$ cat config.mk
export PLATFORM = sky130hd
export DESIGN_NAME = rom_burst_arbiter
export DESIGN_NICKNAME = d
export VERILOG_FILES = /design/src/rtl/rom_burst_arbiter.sv
export SDC_FILE = /design/constraint.sdc
export NUM_CORES = 1
export LEC_CHECK = 0
export BUFFER_PORTS_ARGS = -buffer_cell sky130_fd_sc_hd__buf_2
export CORE_AREA = 2 2 40 70
export CTS_CLUSTER_SIZE = 8
export DETAILED_ROUTE_END_ITERATION = 12
export DIE_AREA = 0 0 42 72
export GPL_ROUTABILITY_DRIVEN = 0
export PLACE_DENSITY_LB_ADDON = 0.15
export SLEW_MARGIN = 15
export SYNTH_ARGS = -nofsm -noshare
export SYNTH_HDL_FRONTEND = slang
export SYNTH_SLANG_ARGS = --single-unit
$ cat constraint.sdc
create_clock -name clk -period 2 [get_ports clk]
set_clock_uncertainty 0.2 [all_clocks]
set_input_delay 0.4 -clock clk [delete_from_list [all_inputs] [get_ports clk]]
set_output_delay 0.4 -clock clk [all_outputs]
set_load 0.01 [all_outputs]
$ cat src/rtl/rom_burst_arbiter.sv
// rom_burst_arbiter
//
// Schedules burst reads from two requesters onto one synchronous single-port ROM
// (registered data output, one cycle read latency). A granted burst walks the ROM
// sequentially from its start address, wrapping at DEPTH-1, issuing one address per cycle.
// Returned words are tagged for their owner through a one-stage pipeline that matches
// the ROM latency.
//
// Arbitration: round-robin between simultaneous requests by default. Defining
// ROM_ARB_FIXED_PRIO_EN gives requester 0 fixed priority and removes the RR pointer.
//
// Ports:
//   clk, rst_n              clock (rising edge) and synchronous active-low reset
//   reqN_valid/addr/len     burst request from requester N (held until reqN_ack)
//   reqN_ack                one-cycle pulse: request N accepted
//   rspN_valid              rsp_data carries a word for requester N this cycle
//   rspN_done               last word of a burst for N, or a lone pulse for len=0
//   rom_addr / rom_data     ROM read address out / registered ROM data in
//   rsp_data                rom_data passed straight through
module rom_burst_arbiter #(
    parameter int unsigned WIDTH     = 8,
    parameter int unsigned DEPTH     = 16,
    parameter int unsigned DEPTH_LOG = $clog2(DEPTH)
) (
    input  logic                 clk,
    input  logic                 rst_n,
    input  logic                 req0_valid,
    input  logic [DEPTH_LOG-1:0] req0_addr,
    input  logic [DEPTH_LOG:0]   req0_len,
    output logic                 req0_ack,
    output logic                 rsp0_valid,
    output logic                 rsp0_done,
    input  logic                 req1_valid,
    input  logic [DEPTH_LOG-1:0] req1_addr,
    input  logic [DEPTH_LOG:0]   req1_len,
    output logic                 req1_ack,
    output logic                 rsp1_valid,
    output logic                 rsp1_done,
    output logic [DEPTH_LOG-1:0] rom_addr,
    input  logic [WIDTH-1:0]     rom_data,
    output logic [WIDTH-1:0]     rsp_data
);

    localparam logic [DEPTH_LOG-1:0] LAST_ADDR = DEPTH_LOG'(DEPTH - 1);
    localparam logic [DEPTH_LOG:0]   LEN_ONE   = (DEPTH_LOG + 1)'(1);

    typedef enum logic [1:0] {StIdle, StBurst, StDone0} state_e;

    state_e               state_q, state_d;
    logic                 owner_q;
    logic [DEPTH_LOG-1:0] addr_q;
    logic [DEPTH_LOG:0]   remain_q;
    logic [1:0]           ack_q;

    // Response pipeline, one stage to line up with the ROM's read latency
    logic                 pipe_valid_q;
    logic                 pipe_done_q;
    logic                 pipe_owner_q;

    logic                 req_any;
    logic                 grant_sel;
    logic                 prio_sel;
    logic [DEPTH_LOG-1:0] grant_addr;
    logic [DEPTH_LOG:0]   grant_len;
    logic                 last_beat;

`ifdef ROM_ARB_FIXED_PRIO_EN
    assign prio_sel = 1'b0;
`else
    logic ptr_q;

    // Pointer moves to the non-owner once a burst (or a zero-length grant) completes.
    always_ff @(posedge clk) begin
        if (!rst_n) begin
            ptr_q <= 1'b0;
        end else if ((state_q == StBurst && last_beat) || state_q == StDone0) begin
            ptr_q <= ~owner_q;
        end
    end

    assign prio_sel = ptr_q;
`endif

    // Grant selection; only consumed while idle
    always_comb begin
        req_any    = req0_valid | req1_valid;
        grant_sel  = (req0_valid && req1_valid) ? prio_sel : req1_valid;
        grant_addr = grant_sel ? req1_addr : req0_addr;
        grant_len  = grant_sel ? req1_len : req0_len;
    end

    // remain_q counts the beat currently on rom_addr, so 1 means this is the final issue
    assign last_beat = (remain_q <= LEN_ONE);

    // State register
    always_ff @(posedge clk) begin
        if (!rst_n) begin
            state_q <= StIdle;
        end else begin
            state_q <= state_d;
        end
    end

    // Next-state logic
    always_comb begin
        state_d = state_q;
        unique case (state_q)
            StIdle: begin
                if (req_any) begin
                    state_d = (grant_len == '0) ? StDone0 : StBurst;
                end
            end
            StBurst: begin
                if (last_beat) begin
                    state_d = StIdle;
                end
            end
            StDone0: state_d = StIdle;
            default: state_d = StIdle;
        endcase
    end

    // Burst datapath and response pipeline
    always_ff @(posedge clk) begin
        if (!rst_n) begin
            owner_q      <= 1'b0;
            addr_q       <= '0;
            remain_q     <= '0;
            ack_q        <= 2'b00;
            pipe_valid_q <= 1'b0;
            pipe_done_q  <= 1'b0;
            pipe_owner_q <= 1'b0;
        end else begin
            ack_q        <= 2'b00;
            pipe_valid_q <= (state_q == StBurst);
            pipe_done_q  <= (state_q == StBurst && last_beat) || (state_q == StDone0);
            pipe_owner_q <= owner_q;

            unique case (state_q)
                StIdle: begin
                    if (req_any) begin
                        owner_q  <= grant_sel;
                        remain_q <= grant_len;
                        ack_q    <= grant_sel ? 2'b10 : 2'b01;
                        // A zero-length grant issues nothing, so rom_addr keeps its value
                        if (grant_len != '0) begin
                            addr_q <= grant_addr;
                        end
                    end
                end
                StBurst: begin
                    if (last_beat) begin
                        remain_q <= '0;
                    end else begin
                        remain_q <= remain_q - LEN_ONE;
                        addr_q   <= (addr_q == LAST_ADDR) ? '0 : addr_q + 1'b1;
                    end
                end
                StDone0: remain_q <= '0;
                default: remain_q <= '0;
            endcase
        end
    end

    // Outputs, all driven from registers except the data pass-through
    always_comb begin
        req0_ack   = ack_q[0];
        req1_ack   = ack_q[1];
        rsp0_valid = pipe_valid_q & ~pipe_owner_q;
        rsp1_valid = pipe_valid_q & pipe_owner_q;
        rsp0_done  = pipe_done_q & ~pipe_owner_q;
        rsp1_done  = pipe_done_q & pipe_owner_q;
        rom_addr   = addr_q;
        rsp_data   = rom_data;
    end

endmodule
==> summary.md, run 1 <==
| Metric | Value |
|---|---|
| CP endpoint kind | `flip-flop` |
| Share of synthesized area occupied by flip-flops and latches | `0.3204` |
| Synthesized area | `1125 sq um` |
| Filler cell count | `~250` |
| Post-CTS setup buffer count | `0` |
| Crit path required time | `about 2 ns` |
| Power density relative to cell area | `around 820 nW/um^2` |
| Number of flops mapped to enable cells by yosys | `0` |
| Final critical delay including setup and external delays | `between 1.5 and 2 ns` |
| Clock latency reported for the late side of the worst-skew pair | `0.25 ns` |
| Sinks on the clock net | `18` |
| Layout Area Growth over Synthesis | `16.91%` |
| Final cell count without fillers | `about 180` |
| Fin crit share | `0.9083` |
| Nets in the synthesized netlist | `160` |
| Post-synth top area share | `0.3204` |
| Antenna-violating nets left | `0` |
| Clock network fraction of total power | `0.275` |
| Crit path cell chain | `nand2b_2 > nand2_2 > buf_4 > mux2i_1 > o32ai_1 > a22o_1` |
| TritonCTS clock tree | `yes` |
| Post-synthesis area per instance | `about 8.9 sq um` |
| Synthesis Warnings | `0` |
| Setup TNS | `0 ns` |
| Root Buffer | `clkbuf_8` |
| Gate power share | `0.306` |
| Vias in the first global route | `~970` |
| Cell leakage power | `a little over 0.6 nW` |
| Die footprint | `3024 sq um` |
| Netlist cell types | `40` |
| Core region area | `~2400 sq um` |
| Part of the total power dissipated in sequential elements | `0.419` |
| Number of buffers on the longest clock path | `2` |
| Average via count per standard cell | `around 5.7` |
| Sw power | `about 0.34 mW` |
| PostCTS Resize Cnt | `0` |
| Cell with the largest stage delay on the worst path | `dfxtp_1` |
| Max-cap check violation count | `0` |
| Fraction of layout instances using a drive strength above 1 | `0.3226` |
| Count of buffers inserted at the top-level ports | `31` |
| Overall die width | `42 um` |
| Sw Share | `0.3146` |
| Hold Vio Cnt, Final | `0` |
| Pin count of the biggest net entering global routing | `16` |
| Cts bufs inserted | `3` |
| Number of search-and-repair iterations in the first detailed-routing pass | `4` |
| Via Count | `between 1000 and 1500` |
| Cell accounting for the most synthesized area | `dfxtp_1` |
| Initial standard-cell utilization of the core | `0.4624` |
| Critical Path Start Type | `flip-flop` |
| First-pass GRT wire length | `4422 um` |
| Critical path buffer and inverter count | `1` |
| H-tree levels | `1` |
| Remaining Overflow, GRT | `0` |
| Starting DRC count in detailed routing | `31` |
| Worst VDD drop | `about 0.00052 V` |
| Internal portion of total power | `0.7410 mW` |
| Worst EP arrival | `~1.8 ns` |
| Multi-input gate area | `roughly 670 sq um` |
| Unrepaired setup endpoints after global routing | `false` |
| Gate count after technology mapping | `~130` |
| Worst-Margin Slew | `0.5402 ns` |
| Fraction of registers with async set or reset after synthesis | `0` |
| All-layer global routing usage | `0.1907` |
| # nets final | `189` |
| Die height | `just over 70 um` |
| Critical Path Fanout Max | `8` |
| Cell class contributing the biggest share of worst-path delay | `simple AND/OR/NAND/NOR gates` |
| Most used DFF post-synth | `dfxtp_1` |
| Average wire per cell in the routed design | `15.06 um` |
| Setup CP Type | `flip-flop to flip-flop` |
| Antenna diodes | `0` |
| DR DRC count | `0` |
| Worst min path class | `input port to flip-flop` |
| DP Wirelength | `approximately 2200 um` |
| Placed Instances | `roughly 180` |
| Clock transition at the registers of the reported paths | `around 0.070 ns` |
| DRT Wirelength | `between 2000 and 3000 um` |
| Max-slew headroom | `0.6361` |
| Setup violators final | `0` |
| Yosys reg bits | `18` |
| Top post-synthesis cells by area | `dfxtp_1 (32%), mux2i_1 (7.1%), buf_4 (6.0%)` |
| Reg area | `approximately 360 sq um` |
| Result of the run | `completed` |
| Number of placed I/O pins | `48` |
| Number of antenna violations at the first check in global routing | `0` |
| Delay contributed by the slowest stage of the critical path | `~0.34 ns` |
| Final slew viol count | `0` |
| Hold buffer count at CTS | `0` |
| Standard-cell rows | `24` |
| Peak clock frequency supported by timing | `roughly 550 MHz` |
[sequential cells by signal, summed over array words and instances (netlist names)]
signal / count
remain_q: 5
rom_addr: 4
ack_q: 2
state_q: 2
owner_q: 1
pipe_done_q: 1
pipe_owner_q: 1
pipe_valid_q: 1
prio_sel: 1
[cells in the final DEF, fill, tap and decap left out, drive strengths merged, types with 2 or more instances in the layout]
| cell | Yosys | layout |
|---|---|---|
| buf | 10 | 35 |
| dfxtp | 18 | 18 |
| nand2 | 11 | 11 |
| nor2 | 8 | 8 |
| mux2i | 8 | 8 |
| o21ai | 8 | 8 |
| nor2b | 5 | 5 |
| and2 | 5 | 5 |
| a22o | 5 | 5 |
| nor3 | 5 | 5 |
| inv | 4 | 4 |
| clkbuf | 1 | 4 |
| nand2b | 4 | 4 |
| ha | 3 | 3 |
| mux2 | 2 | 2 |
| o211ai | 2 | 2 |
| a31oi | 2 | 2 |
| o311ai | 2 | 2 |
| xnor2 | 2 | 2 |
| o32ai | 2 | 2 |
| o22ai | 2 | 2 |
| nand3b | 2 | 2 |
| a21oi | 2 | 2 |
| nand3 | 2 | 2 |
| a31o | 2 | 2 |
| and3 | 2 | 2 |
[cell usage after synthesis, types with 3 or more instances]
library cell and instances:
a22o_1 5, mux2i_1 8, nand2b_1 3, inv_1 4, nand2_1 10, nor3_1 4
and2_1 5, dfxtp_1 18, buf_4 9, nor2_1 8, ha_1 3, o21ai_0 6
nor2b_1 5
[through the flow]
stage               setup slack [ns]  power, mW  hold WS [ns]  utilization  cell area (sq um)
global placement              0.1556     0.7812        0.2555       0.5180               1260
floorplan                     0.3191     0.6952        0.2357            -               1125
global route                 0.03063      1.142        0.2315       0.5406               1315
detailed placement           0.08969     0.7911        0.2734       0.5180               1260
CTS                           0.1685      1.089        0.2152       0.5406               1315
finish                        0.1834      1.081        0.2241       0.5406               1315
[metal layers]
| layer | track usage | up-vias | share of wire |
|---|---|---|---|
| met3 | 0.02239 | 4 | 0.041 |
| met5 | 0 | - | 0 |
| met2 | 0.3767 | 39 | 0.58 |
| met1 | 0.1957 | 478 | 0.37 |
| li1 | - | 508 | - |
| met4 | 0.07527 | 0 | 0.014 |
[cell type report]
cell class,count,area share
multi-input combinational,94,0.5071
sequential,18,0.2740
timing repair buffer,35,0.1408
clock buffer,4,0.04186
tap,26,0.02474
inverter,4,0.01142
[kinds of logic (layout without fill, tap and decap cells)]
group           Yosys count  after routing  synth area share
simple gates             47             47            0.2425
compound gates           32             32            0.2102
flops                    18             18            0.3204
buf+inv                  15             43           0.08675
mux                      10             10           0.09121
fa+ha+maj                 3              3           0.03337
xor+xnor                  2              2           0.01558
[worst register-to-register path: cells and delay by family, from the launching register on]
| kind | cells | cell delay [ns] |
|---|---|---|
| AOI/OAI and AO/OA | 2 | 0.30 |
| buffers and inverters | 1 | 0.19 |
| DFF | 1 | 0.34 |
| muxes | 1 | 0.26 |
| and+or+nand+nor | 2 | 0.42 |
[worst paths after layout]
kind                            startpoint            to  slack [ns]  cells after the start
worst max-delay path              prio_sel   remain_q[0]        0.18                      6
worst min-delay path            req1_valid      ack_q[0]        0.22                      2
worst max register to register    prio_sel   remain_q[0]        0.18                      6
worst min register to register     owner_q  pipe_owner_q        0.29                      1
[power groups by stage]
| stage | Clock, mW | Combinational (mW) | Sequential (mW) |
|---|---|---|---|
| after floorplan | 0 | 0.242 | 0.453 |
| after global placement | 0 | 0.323 | 0.458 |
| after detailed placement | 0 | 0.331 | 0.461 |
| after CTS | 0.304 | 0.333 | 0.452 |
| after global routing | 0.313 | 0.369 | 0.460 |
| final | 0.298 | 0.330 | 0.453 |
Note: power is estimated with default switching activity, not from simulation.
==> inputs of run 2 (changes only) <==
--- a/config.mk
+++ b/config.mk
@@ -6,10 +6,11 @@
 export NUM_CORES = 1
 export LEC_CHECK = 0
 export BUFFER_PORTS_ARGS = -buffer_cell sky130_fd_sc_hd__buf_2
-export CORE_AREA = 2 2 40 70
+export CORE_AREA = 2 2 54 94
+export CTS_CLUSTER_DIAMETER = 40
 export CTS_CLUSTER_SIZE = 8
 export DETAILED_ROUTE_END_ITERATION = 12
-export DIE_AREA = 0 0 42 72
+export DIE_AREA = 0 0 56 96
 export GPL_ROUTABILITY_DRIVEN = 0
 export PLACE_DENSITY_LB_ADDON = 0.15
 export SLEW_MARGIN = 15
==> run 2 against run 1 <==
  * Non-clock buffer count grew 1
  * Hold slack gained 0.0030 ns
  * First-iteration DRC count shrank 48%
  * Register-to-register slack gained 0.04 ns
  * Cell count grew 15%
  * Setup slack gained 0.037 ns
  * Critical path depth is the same
  * Via count is essentially flat
  * Core utilization shrank 24 points
  * Fmax grew 2.1%
  * Critical endpoint is now remain_q[2]
==> summary.md, run 2 (synthesis gave the netlist of run 1 again) <==
| Metric | Value |
|---|---|
| Count of buffers inserted at the top-level ports | `31` |
| Average via count per standard cell | `a little under 5` |
| Start of the worst register-to-register path | `prio_sel` |
| Critical Path Fanout Max | `9` |
| DR DRC count | `0` |
| Antenna-violating nets left | `0` |
| Final slew viol count | `0` |
| Core region area | `~4600 sq um` |
| Layout Area Growth over Synthesis | `21.58%` |
| Final critical delay including setup and external delays | `around 1.8 ns` |
| Placed Instances | `204` |
| WHS Endpoint | `ack_q[0]` |
| Cell leakage power | `between 0.6 and 0.7 nW` |
| Critical Path Start Type | `flip-flop` |
| DP Area | `roughly 1300 sq um` |
| Setup TNS | `0 ns` |
| Cell with the largest stage delay on the worst path | `dfxtp_1` |
| # nets final | `190` |
| Vias in the first global route | `1023` |
| H-tree levels | `1` |
| Peak clock frequency supported by timing | `561.9 MHz` |
| Setup violators final | `0` |
| Number of cells on the worst reg-to-reg path | `6` |
| Critical path buffer and inverter count | `1` |
| Number of placed I/O pins | `between 40 and 50` |
| Unrepaired setup endpoints after global routing | `false` |
| Result of the run | `completed` |
| Most used cells in the layout excluding fill and tap cells | `buf_2 (31), dfxtp_1 (18), nand2_1 (10)` |
| Delay contributed by the slowest stage of the critical path | `0.32 ns` |
| Clock transition at the registers of the reported paths | `~0.070 ns` |
| Number of antenna violations at the first check in global routing | `0` |
| Root Buffer | `clkbuf_8` |
| Crit path required time | `between 1.5 and 2 ns` |
| DP Wirelength | `2385 um` |
| Starting DRC count in detailed routing | `16` |
| Pin count of the biggest net entering global routing | `18` |
| Max-slew headroom | `0.6420` |
| Power density relative to cell area | `811.5 nW/um^2` |
| Fin crit share | `0.8899` |
| Hold Vio Cnt, Final | `0` |
| Reg area | `around 360 sq um` |
| Post-Place Setup Slack | `approximately 0.12 ns` |
| Crit path cell chain | `nand2b_2 > nand2_2 > buf_12 > mux2i_1 > o22ai_1 > a22o_1` |
| Number of search-and-repair iterations in the first detailed-routing pass | `4` |
| TritonCTS clock tree | `yes` |
| Post-route cell area | `1368 sq um` |
| Average wire per cell in the routed design | `14.02 um` |
| Setup slack of the worst register-to-register path | `~0.22 ns` |
| Final cell count without fillers | `about 210` |
| DRT Wirelength | `about 2900 um` |
| First-pass GRT wire length | `~4700 um` |
| Worst EP arrival | `between 1.5 and 2 ns` |
| Filler cell count | `a little over 500` |
| Initial standard-cell utilization of the core | `0.2432` |
| Multi-input gate area | `about 670 sq um` |
| Top register by number of flip-flops | `remain_q` |
| Standard-cell rows | `33` |
| CP endpoint kind | `flip-flop` |
| Fraction of layout instances using a drive strength above 1 | `0.3269` |
| Final critical-path setup slack | `0.2203 ns` |
| Sinks on the clock net | `18` |
| Antenna diodes | `0` |
| Cts bufs inserted | `3` |
| Worst VDD drop | `0.0003061 V` |
| Remaining Overflow, GRT | `0` |
| Final core occ | `0.2957` |
| Die height | `96 um` |
| Number of flip-flops under the largest register name | `5` |
| Leading cell type in the layout, fill and taps excluded | `buf_2` |
| Worst-Margin Slew | `0.5314 ns` |
| PostCTS Resize Cnt | `0` |
| Max-cap check violation count | `0` |
| Hold Crit Start | `req1_valid` |
| Cell class contributing the biggest share of worst-path delay | `simple AND/OR/NAND/NOR gates` |
| All-layer global routing usage | `0.1138` |
| Instance count along the most critical hold path | `2` |
| Die footprint | `between 5000 and 6000 sq um` |
| Clock latency reported for the late side of the worst-skew pair | `around 0.26 ns` |
| Post-CTS setup buffer count | `0` |
| Setup CP Type | `flip-flop to flip-flop` |
| Via Count | `about 1000` |
| Overall die width | `between 50 and 60 um` |
| Number of buffers on the longest clock path | `2` |
| Hold buffer count at CTS | `0` |
| Worst min path class | `input port to flip-flop` |
| Reg-to-Reg End | `remain_q[2]` |
run 2: cell type report:
| type | count | area share |
|---|---|---|
| flip-flops and latches | 18 | 0.2635 |
| multi-input cells | 94 | 0.4876 |
| repair buffers | 36 | 0.1500 |
| clock buffers | 4 | 0.04026 |
| well taps | 52 | 0.04758 |
| inverters | 4 | 0.01098 |
run 2: power breakdown:
| part | internal [mW] | switching (mW) | leakage [nW] | total [mW] |
|---|---|---|---|---|
| Combinational | 0.173 | 0.179 | 0.446 | 0.352 |
| Clock | 0.175 | 0.134 | 0.0288 | 0.309 |
| Sequential | 0.403 | 0.0456 | 0.148 | 0.449 |
| Total | 0.752 | 0.358 | 0.623 | 1.11 |
run 2: worst max-delay path by stage:
stage,start,endpoint,slack [ns],depth (start not counted)
detailed placement,req0_valid,remain_q[2],0.12,7
floorplan,req1_len[4],rom_addr[0],0.32,4
global route,state_q[1],rom_addr[2],0.11,4
CTS,prio_sel,remain_q[2],0.21,6
global placement,req0_valid,remain_q[2],0.12,7
finish,prio_sel,remain_q[2],0.22,6
run 2: metal layers:
layer / vias to the layer above / global-route usage / part of all wire
li1: 509 / - / -
met1: 480 / 0.1034 / 0.36
met2: 31 / 0.2245 / 0.56
met3: 8 / 0.03091 / 0.048
met4: 0 / 0.05952 / 0.032
met5: - / 0 / 0
run 2: worst register-to-register path: cells and delay by family, from the launching register on:
kind                   cells  cell delay (ns)
AOI/OAI and AO/OA          2             0.32
buffers and inverters      1             0.16
DFF                        1             0.32
muxes                      1             0.24
and+or+nand+nor            2             0.43
run 2: stage by stage:
stage / power, mW / hold slack, ns
floorplan: 0.6952 / 0.2357
global placement: 0.8072 / 0.2653
detailed placement: 0.8121 / 0.2835
CTS: 1.117 / 0.2197
global route: 1.171 / 0.2536
finish: 1.110 / 0.2271
==> inputs of run 3 (changes only) <==
==> constraint.sdc (replaced) <==
create_clock -name clk -period 2.01 [get_ports clk]
set_clock_uncertainty 0.2 [all_clocks]
set_input_delay 0.402 -clock clk [delete_from_list [all_inputs] [get_ports clk]]
set_output_delay 0.402 -clock clk [all_outputs]
set_load 0.01 [all_outputs]
==> run 3 against run 2 <==
  * Combinational power fell by 1%
  * Critical path depth did not move
  * Cell area did not move
  * Global-route usage fell by 0.23 points
  * Sequential power barely moved
  * Clock power fell by 4%
  * Hold slack improved by 0.0034 ns
  * Die area did not move
  * Routed wire length fell by 3.1%
  * Register-to-register slack improved by 0.03 ns
  * First-iteration DRC count fell by 13%
  * Count of clock-buffer cells in the layout did not move
  * Critical path type unchanged
  * Critical endpoint unchanged
==> summary.md, run 3 (synthesis gave the netlist of run 1 again) <==
| Metric | Value |
|---|---|
| Result of the run | `completed` |
| Leading cell type in the layout, fill and taps excluded | `buf_2` |
| Setup violators final | `0` |
| Number of antenna violations at the first check in global routing | `0` |
| H-tree levels | `1` |
| Unrepaired setup endpoints after global routing | `false` |
| Crit path cell chain | `nand2b_2 > nand2_2 > buf_12 > mux2i_1 > o22ai_1 > a22o_1` |
| Post-Place Setup Slack | `~0.12 ns` |
| Cell leakage power | `0.6228 nW` |
| Cell class contributing the biggest share of worst-path delay | `simple AND/OR/NAND/NOR gates` |
| Clock transition at the registers of the reported paths | `around 0.07 ns` |
| Final cell count without fillers | `208` |
| Reg area | `360.3 sq um` |
| Max-cap check violation count | `0` |
| Crit path launch | `prio_sel` |
| Multi-input gate area | `approximately 670 sq um` |
| Reg-to-Reg End | `remain_q[2]` |
| Number of buffers on the longest clock path | `2` |
| Average wire per cell in the routed design | `13.59 um` |
| Most used cells in the layout excluding fill and tap cells | `buf_2 (31), dfxtp_1 (18), nand2_1 (10)` |
| Critical Path Fanout Max | `9` |
| Worst EP arrival | `1.70 ns` |
| All-layer global routing usage | `0.1115` |
| Number of cells on the worst reg-to-reg path | `6` |
| Hold Vio Cnt, Final | `0` |
| Endpoint of the worst setup timing path | `remain_q[2]` |
| # nets final | `190` |
| Critical path depth | `6` |
| Sinks on the clock net | `18` |
| Cts bufs inserted | `3` |
| Setup CP Type | `flip-flop to flip-flop` |
| Post-route cell area | `about 1400 sq um` |
| Worst min path class | `input port to flip-flop` |
| Count of buffers inserted at the top-level ports | `31` |
| Cell with the largest stage delay on the worst path | `dfxtp_1` |
| Overall die width | `56 um` |
| Layout Area Growth over Synthesis | `21.58%` |
| Vias in the first global route | `approximately 1000` |
| Crit path required time | `about 2 ns` |
| DP Wirelength | `between 2000 and 2500 um` |
| Final slew viol count | `0` |
| Antenna diodes | `0` |
| Setup TNS | `0 ns` |
| Standard-cell rows | `33` |
| Critical Path Start Type | `flip-flop` |
| Root Buffer | `clkbuf_8` |
| Instance count along the most critical hold path | `2` |
| Filler cell count | `502` |
| First-pass GRT wire length | `4692 um` |
| Fin crit share | `0.8745` |
| Number of search-and-repair iterations in the first detailed-routing pass | `4` |
| Critical path buffer and inverter count | `1` |
| Die footprint | `5376 sq um` |
| Via Count | `1018` |
| DP Area | `between 1000 and 1500 sq um` |
| Placed Instances | `204` |
| Clock latency reported for the late side of the worst-skew pair | `0.25 ns` |
| Final critical-path setup slack | `~0.25 ns` |
| Final critical delay including setup and external delays | `~1.8 ns` |
| Setup slack of the worst register-to-register path | `0.25 ns` |
| TritonCTS clock tree | `yes` |
| Top register by number of flip-flops | `remain_q` |
| Antenna-violating nets left | `0` |
| Number of placed I/O pins | `48` |
| Post-CTS setup buffer count | `0` |
| Starting DRC count in detailed routing | `14` |
| Average via count per standard cell | `between 4 and 5` |
| Remaining Overflow, GRT | `0` |
| PostCTS Resize Cnt | `0` |
| Die height | `between 90 and 100 um` |
| Number of flip-flops under the largest register name | `5` |
| Fraction of layout instances using a drive strength above 1 | `0.3269` |
| Total power after layout | `roughly 1.1 mW` |
| Power density relative to cell area | `approximately 800 nW/um^2` |
| WHS | `around 0.23 ns` |
| DRT Wirelength | `between 2000 and 3000 um` |
| Max-slew headroom | `0.6179` |
| Final core occ | `0.2957` |
| Pin count of the biggest net entering global routing | `18` |
| Worst VDD drop | `about 0.00042 V` |
| DR DRC count | `0` |
| Initial standard-cell utilization of the core | `0.2432` |
| Worst-Margin Slew | `around 0.57 ns` |
| Start of the worst register-to-register path | `prio_sel` |
| Core region area | `~4600 sq um` |
| Hold buffer count at CTS | `0` |
| Delay contributed by the slowest stage of the critical path | `roughly 0.32 ns` |
| Peak clock frequency supported by timing | `roughly 570 MHz` |
| CP endpoint kind | `flip-flop` |
[run 3: cell counts in the layout (fill, tap and decap cells not counted)]
Identical to the previous run, type by type.
[run 3: cell type report]
class / count / area share
flip-flops and latches: 18 / 0.2635
clock buffers: 4 / 0.04026
repair buffers: 36 / 0.1500
multi-input cells: 94 / 0.4876
well taps: 52 / 0.04758
inverters: 4 / 0.01098
[run 3: layer usage]
metal  wire length, um  vias to the layer above  global-route usage
met5                 0                        -                   0
met1              1018                      481              0.1009
met3               140                        4             0.03226
met4                56                        0             0.05357
met2              1611                       25              0.2216
li1                  -                      508                   -
[run 3: where the power goes]
part           total [mW]  internal [mW]  switching, mW
clock               0.297          0.174          0.123
combinational       0.347          0.171          0.176
sequential          0.446          0.401         0.0444
total                1.09          0.747          0.343
[run 3: worst min path at each step]
stage	startpoint	endpoint	slack (ns)
floorplan	prio_sel	prio_sel	0.24
global placement	prio_sel	prio_sel	0.27
detailed placement	owner_q	pipe_owner_q	0.28
CTS	req1_valid	ack_q[0]	0.23
global route	req1_valid	ack_q[0]	0.25
finish	req1_valid	ack_q[0]	0.23
